$ cat src/rtl/mips_bus_pkg.sv
// Shared widths and channel indices for the MEM-stage store-data bus.
// The select-legality helper is shared by the router and its bench.
package mips_bus_pkg;
  localparam int BUS_DW   = 32;
  localparam int SELW     = 2;
  localparam int BUS_CNTW = 16;
  localparam int BUS_NCH  = 3;

  localparam int CH_DMEM = 0;
  localparam int CH_IO0  = 1;
  localparam int CH_IO1  = 2;

  function automatic logic sel_legal(input logic [SELW-1:0] sel, input int nch);
    return int'(sel) < nch;
  endfunction
endpackage

$ cat src/rtl/sat_counter.sv
// Event counter that sticks at all-ones instead of wrapping.
// It advances by one on each cycle in which inc is high.
module sat_counter #(
  parameter int CNTW = 16
) (
  input  logic            clk,
  input  logic            rst,
  input  logic            inc,
  output logic [CNTW-1:0] cnt
);
  logic [CNTW-1:0] cnt_reg;

  always_ff @(posedge clk or posedge rst) begin
    if (rst) begin
      cnt_reg <= '0;
    end else if (inc && (cnt_reg != '1)) begin
      cnt_reg <= cnt_reg + 1'b1;
    end
  end

  assign cnt = cnt_reg;
endmodule

$ cat src/rtl/demux_route_hs.sv
// Registered 1-to-NCH word router with valid/ready handshake, one-entry output stage,
// saturating per-channel transfer counters and an invalid-select drop counter.
module demux_route_hs
  import mips_bus_pkg::*;
#(
  parameter int DW   = BUS_DW,
  parameter int NCH  = BUS_NCH,
  parameter int CNTW = BUS_CNTW
) (
  input  logic                clk,
  input  logic                rst,
  input  logic                in_valid,
  output logic                in_ready,
  input  logic [DW-1:0]       in_data,
  input  logic [SELW-1:0]     in_sel,
  output logic [NCH-1:0]      out_valid,
  input  logic [NCH-1:0]      out_ready,
  output logic [NCH*DW-1:0]   out_data,
  output logic                err_pulse,
  output logic [NCH*CNTW-1:0] xfer_cnt,
  output logic [CNTW-1:0]     err_cnt
);
  logic            valid_reg;
  logic [SELW-1:0] sel_reg;
  logic [DW-1:0]   data_reg;
  logic            err_reg;

  logic [(1<<SELW)-1:0] ready_pad;
  logic                 sel_ok;
  logic                 drain;
  logic                 accept;
  logic                 drop;

  // Pad ready to the full select range so an index of any select value is legal.
  always_comb begin
    ready_pad              = '0;
    ready_pad[NCH-1:0]     = out_ready;
  end

  assign sel_ok   = sel_legal(in_sel, NCH);
  assign drain    = valid_reg & ready_pad[sel_reg];
  assign in_ready = ~valid_reg | ready_pad[sel_reg];
  assign accept   = in_valid & in_ready & sel_ok;
  assign drop     = in_valid & in_ready & ~sel_ok;

  always_ff @(posedge clk or posedge rst) begin
    if (rst) begin
      valid_reg <= 1'b0;
      sel_reg   <= '0;
      data_reg  <= '0;
      err_reg   <= 1'b0;
    end else begin
      valid_reg <= accept | (valid_reg & ~drain);
      err_reg   <= drop;
      if (accept) begin
        sel_reg  <= in_sel;
        data_reg <= in_data;
      end
    end
  end

  assign err_pulse = err_reg;

  generate
    for (genvar gi = 0; gi < NCH; gi++) begin : g_chan
      logic sel_hit;
      assign sel_hit                    = (sel_reg == SELW'(gi));
      assign out_valid[gi]              = valid_reg & sel_hit;
      assign out_data[gi*DW +: DW]      = sel_hit ? data_reg : '0;

      sat_counter #(.CNTW(CNTW)) u_xfer_cnt (
        .clk (clk),
        .rst (rst),
        .inc (drain & sel_hit),
        .cnt (xfer_cnt[gi*CNTW +: CNTW])
      );
    end
  endgenerate

  sat_counter #(.CNTW(CNTW)) u_err_cnt (
    .clk (clk),
    .rst (rst),
    .inc (drop),
    .cnt (err_cnt)
  );
endmodule

$ cat config.mk
export PLATFORM = sky130hd
export DESIGN_NAME = demux_route_hs
export DESIGN_NICKNAME = d
export VERILOG_FILES = /design/src/rtl/mips_bus_pkg.sv /design/src/rtl/sat_counter.sv /design/src/rtl/demux_route_hs.sv
export SDC_FILE = /design/constraint.sdc
export NUM_CORES = 1
export LEC_CHECK = 0
export ABC_AREA = 1
export ABC_CLOCK_PERIOD_IN_PS = 2100
export CORE_AREA = 2 2 150 152
export CTS_CLUSTER_SIZE = 25
export DETAILED_ROUTE_END_ITERATION = 10
export DIE_AREA = 0 0 152 154
export PLACE_DENSITY = 0.54
export SYNTH_ARGS = -nofsm -noshare
export SYNTH_HDL_FRONTEND = slang
export SYNTH_HIERARCHICAL = 1
export SYNTH_SLANG_ARGS = --single-unit
$ cat constraint.sdc
create_clock -name clk -period 2.1 [get_ports clk]
set_input_delay 0.42 -clock clk [delete_from_list [all_inputs] [get_ports clk]]
set_output_delay 0.42 -clock clk [all_outputs]
set_load 0.01 [all_outputs]
==> run summary, run 1 <==
PwrDens: 1180 nW/µm²
Layout Nets: 1180
Site Rows: 54
worst skew pair latency: 0.35 ns
CTS Sinks: 100
Max Slew Vio Count: 0
end of the worst hold path: data_reg[24]
Leakage: 5.18 nW
postcts setup bufs: 0
Synth Register Bits: 100
cell chain of the critical path: nor2_2 -> inv_2 -> buf_12 -> nor2_1 -> dlygate4sd2_1
cell area after placement: 8930 µm²
Vert. Die Dim: 154 µm
Final Skew: 0.0139 ns
routability cong.: 0.820
total power: 11.1 mW
cell area after synthesis: 6410 µm²
startpoint class of the critical path: flop
XOR/XNOR share of the synthesized area: 0.0219
critical path class: flop to primary output
Post-Route WL: 19.7 mm
area of the die: 23400 µm²
via/cell ratio: 4.46
reg2reg setup slack: 0.25 ns
leading cell types in the layout, fill and taps excluded: 312 x nand2_1, 154 x nor2_1, 104 x clkdlybuf4s50_1
Fmax achieved: 0.499 GHz
hold slack: 0.471 ns
final hold vios: 0
# DRC: 0
status: finished clean
Max-Cap Viols: 0
Congestion Overflow GR: 0
Peak VDD IR: 584 µV
initial antenna violation count: 0
die width: 152 µm
met3 Use GR: 0.0344
Hold Crit Class: flop to flop
ant diodes: 0
Hold Path Depth: 2
R2R Path End: g_chan[2].u_xfer_cnt/cnt[13]
M2 GR Usage: 0.280
Setup Viol. Count Final: 0
Slew @ Worst Pin: 0.397 ns
met1 Use GR: 0.222
post_cts resized: 45
commonest non-fill, non-tap cell in the layout: nand2_1
Num CTS Buffers: 9
final core occ: 0.433
main combinational cell family by area after synthesis: simple AND/OR/NAND/NOR gates
CTS tree: done
CP Data Arrival Time: 1.58 ns
I/O Buffers: 204
initial core utilization: 0.295
Avg Inst Size Synth: 6.98 µm²
yosys warns: 6
Crit-path slowest cell: dfrtp_1
DRT iter0 DRCs: 238
grt peak-use layer: met2
mux contribution to synthesized area: 0
# hold bufs at CTS: 0
DP HPWL: 14.8 mm
Layout area overhead: 46.6%
first-pass GRT wire length: 32.3 mm
CP required: 1.68 ns
clk buf depth: 2
Worst-path clk slew: 0.07 ns
Post-Synth Adder-Cell Area: 0.00781
layout cells sized above 1: 0.126
remaining antenna violation count after routing: 0
post-route insts no fill: 1421
htree depth: 3
setup total negative slack: 0 ns
sequential share of the synthesized area: 0.390
DR vias: 6331
core area: 21700 µm²
post-synthesis simple-gate area fraction: 0.441
vias in the first global route: 6137
total track usage: 0.168
Final Instance Area: 9400 µm²
Hold Path Origin: data_reg[24]
Pre-antenna DRT Iters: 4
Synth cell types: 24
DP Cell Count: 1405
IO Pins: 205
CP peak stage delay: 0.42 ns
largest net degree at the start of global routing: 37
relative slew slack: 0.735
Critical Path End Type: primary output
Clock Root Buffer: clkbuf_16
R2R depth: 15
CP max FO: 30
pre-CTS setup slack: -0.204 ns
Synth Net Count: 962
max reg flops: 48
RR Startpoint: sel_reg[0]
final setup margin: 0.0962 ns
Routed wire per std cell: 13.9 µm
Final min period: 2.00 ns
fin crit share: 0.954
post-synthesis cell count: 918
post-synthesis compound-gate area fraction: 0.0453
==> synth_stat cells <==
master,instances,area share
inv_1,99,0.058
clkbuf_1,6,0.0035
buf_6,6,0.011
ha_1,4,0.0078
buf_2,5,0.0039
nor2_4,20,0.035
inv_2,5,0.0029
nand3b_1,8,0.0094
xnor2_1,8,0.011
nand2_2,25,0.024
nand2_1,313,0.18
buf_1,3,0.0018
xor2_1,8,0.011
nand3_1,36,0.028
o21ai_2,24,0.033
nor2_2,12,0.012
buf_8,4,0.0094
nand3_4,1,0.0027
nand3_2,1,0.0016
nand4_1,54,0.053
buf_4,3,0.0035
nor2_1,157,0.092
dfrtp_1,100,0.39
o21ai_1,16,0.012
==> per-layer routing <==
metal	share of wire	up-vias
li1	-	3293
met1	0.45	2893
met2	0.49	135
met3	0.052	10
met4	0.011	0
met5	0	-
==> critical path: cells and delay by family (launching register included) <==
kind | cells | cell delay (ns)
buf+inv | 3 | 0.53
flops | 1 | 0.42
simple gates | 2 | 0.28
==> final cells by class <==
| cell class | count | area, µm² |
|---|---|---|
| clock buffers | 10 | 239 |
| clock inverters | 6 | 135 |
| fillers | 2255 | 12300 |
| inverters | 104 | 390 |
| multi-input cells | 687 | 3320 |
| flip-flops and latches | 100 | 2500 |
| well taps | 280 | 350 |
| repair buffers | 234 | 2460 |
==> where the power goes <==
group / switching (mW) / total (mW) / internal [mW]
combinational: 3.07 / 5.65 / 2.58
clock: 0.769 / 2.09 / 1.32
sequential: 0.734 / 3.33 / 2.60
total: 4.57 / 11.1 / 6.49
==> worst max path at each step <==
stage | cells past startpoint | endpoint | start
6_report | 5 | out_data[95] | sel_reg[0]
2_1_floorplan | 14 | u_err_cnt/cnt[13] | sel_reg[0]
3_3_place_gp | 14 | u_err_cnt/cnt[13] | out_ready[1]
4_1_cts | 5 | out_data[55] | sel_reg[1]
3_5_place_dp | 14 | u_err_cnt/cnt[13] | out_ready[1]
5_1_grt | 5 | out_data[2] | sel_reg[0]
==> cells by family (layout without fill, tap and decap cells) <==
kind of cell / Yosys count / count (layout)
simple gates: 627 / 627
buf+inv: 131 / 354
flops: 100 / 100
compound gates: 40 / 40
xor+xnor: 16 / 16
fa+ha+maj: 4 / 4
Note: power is estimated with default switching activity, not from simulation.
==> run 2, diff against run 1 <==
ABC_CLOCK_PERIOD_IN_PS = 2430   (was 2100)
CTS_CLUSTER_DIAMETER = 60   (was not set)
clock period = 2.43 ns   (was 2.1 ns; I/O delays follow)
==> run 2 against run 1 <==
  * Die area did not move
  * Final cell count decreased by 0.56%
  * Routed wire length down 0.36%
  * Critical endpoint is now out_data[21]
  * Largest cell class unchanged
  * Combinational power decreased by 9.9%
  * Flip-flop and latch count unchanged
==> run summary, run 2 (same netlist as run 1, synthesis figures left out) <==
fin crit share: 0.988
CP peak stage delay: 0.55 ns
commonest non-fill, non-tap cell in the layout: nand2_1
cell area after placement: 8840 µm²
Num CTS Buffers: 9
Leakage: 4.22 nW
core area: 21700 µm²
setup total negative slack: 0 ns
worst skew pair latency: 0.36 ns
DP Cell Count: 1396
Hold Path Origin: data_reg[1]
DRT iter0 DRCs: 299
initial core utilization: 0.295
first-pass GRT wire length: 32.0 mm
hold slack: 0.472 ns
Hold Crit Class: flop to flop
Layout Nets: 1172
Post-Route WL: 19.6 mm
Congestion Overflow GR: 0
Final Instance Area: 9170 µm²
CTS tree: done
total power: 9.36 mW
Hold Path Depth: 2
# hold bufs at CTS: 0
initial antenna violation count: 0
startpoint class of the critical path: flop
R2R depth: 14
via/cell ratio: 4.53
CTS Sinks: 100
end of the worst hold path: data_reg[1]
Combinational Power Share: 0.544
CP Data Arrival Time: 1.91 ns
reg2reg setup slack: 0.50 ns
Pre-antenna DRT Iters: 4
ant diodes: 0
Clock Root Buffer: clkbuf_16
total track usage: 0.167
Internal Power: 5.37 mW
Max-Cap Viols: 0
final setup margin: 0.0299 ns
IO Pins: 205
htree depth: 3
Max Slew Vio Count: 0
Switch Pwr: 3.99 mW
routability cong.: 0.828
R2R Path End: u_err_cnt/cnt[13]
vias in the first global route: 6179
Layout area overhead: 43.0%
CP required: 1.94 ns
Clk network pwr share: 0.149
area of the die: 23400 µm²
Vert. Die Dim: 154 µm
Critical Path End Type: primary output
Sw Ratio: 0.426
PwrDens: 1020 nW/µm²
CP max FO: 30
largest net degree at the start of global routing: 36
Final min period: 2.40 ns
DP HPWL: 14.7 mm
status: finished clean
DR vias: 6396
# DRC: 0
final hold vios: 0
layout cells sized above 1: 0.115
leading cell types in the layout, fill and taps excluded: 311 x nand2_1, 187 x clkdlybuf4s50_1, 156 x nor2_1
Fmax achieved: 0.417 GHz
Slew @ Worst Pin: 0.397 ns
final core occ: 0.423
Layout fillers: 2220
pre-CTS setup slack: 0.0782 ns
I/O Buffers: 204
Peak VDD IR: 474 µV
Worst-path clk slew: 0.07 ns
max reg flops: 48
relative slew slack: 0.735
Setup Viol. Count Final: 0
post-route insts no fill: 1413
cell chain of the critical path: inv_1 -> nand2_2 -> buf_12 -> nor2_1 -> clkdlybuf4s50_1
Site Rows: 54
die width: 152 µm
RSZ-0062 raised after global routing: yes
remaining antenna violation count after routing: 0
Routed wire per std cell: 13.9 µm
Final Skew: 0.0121 ns
area taken by multi-input logic gates: 3310 µm²
Sequential Power Share: 0.307
RR Startpoint: sel_reg[0]
clk buf depth: 2
critical path class: flop to primary output
Crit-path slowest cell: clkdlybuf4s50_1
FF/Latch Area: 2500 µm²
## run 2: worst max path at each step
stage                     slack [ns]  cells after the start                 to         start
after floorplan                 0.53                     15  u_err_cnt/cnt[13]  out_ready[1]
after global placement          0.06                      6           in_ready  out_ready[1]
after detailed placement        0.08                     14  u_err_cnt/cnt[13]  out_ready[1]
after CTS                      0.006                      5       out_data[21]    sel_reg[0]
after global routing           -0.03                      5       out_data[21]    sel_reg[0]
final                           0.03                      5       out_data[21]    sel_reg[0]
## run 2: power by group through the flow
stage               clock network, mW  registers [mW]  logic (mW)
floorplan                           0            2.86        2.57
global placement                    0            2.91        5.14
detailed placement                  0            2.90        5.15
CTS                              1.46            2.88        5.19
global route                     1.52            2.98        5.56
finish                           1.39            2.88        5.09
## run 2: timing repair
| item | in CTS | in global routing |
|---|---|---|
| endpoints found under the setup margin | 59 | 67 |
| pin swaps | 0 | 0 |
| resized for setup | 4 | 18 |
| setup buffers | 1 | 0 |
## run 2: routing by layer
layer	track usage	share of wire	wire length, µm	vias to the layer above
li1	-	-	-	3277
met1	0.216	0.46	8930	2959
met2	0.282	0.48	9430	144
met3	0.0338	0.050	986	16
met4	0.0503	0.014	279	0
met5	0	0	0	-
## run 2: final cells by class
type / instances / share of cell area
tap: 280 / 0.0382
timing repair buffer: 226 / 0.254
multi-input combinational: 687 / 0.362
clock inverter: 6 / 0.00546
sequential: 100 / 0.273
clock buffer: 10 / 0.0250
inverter: 104 / 0.0426
## run 2: worst max-delay path, delay by kind of cell (launching register included)
kind / cells / cell delay (ns)
buffers and inverters: 3 / 0.86
and+or+nand+nor: 2 / 0.24
DFF: 1 / 0.44
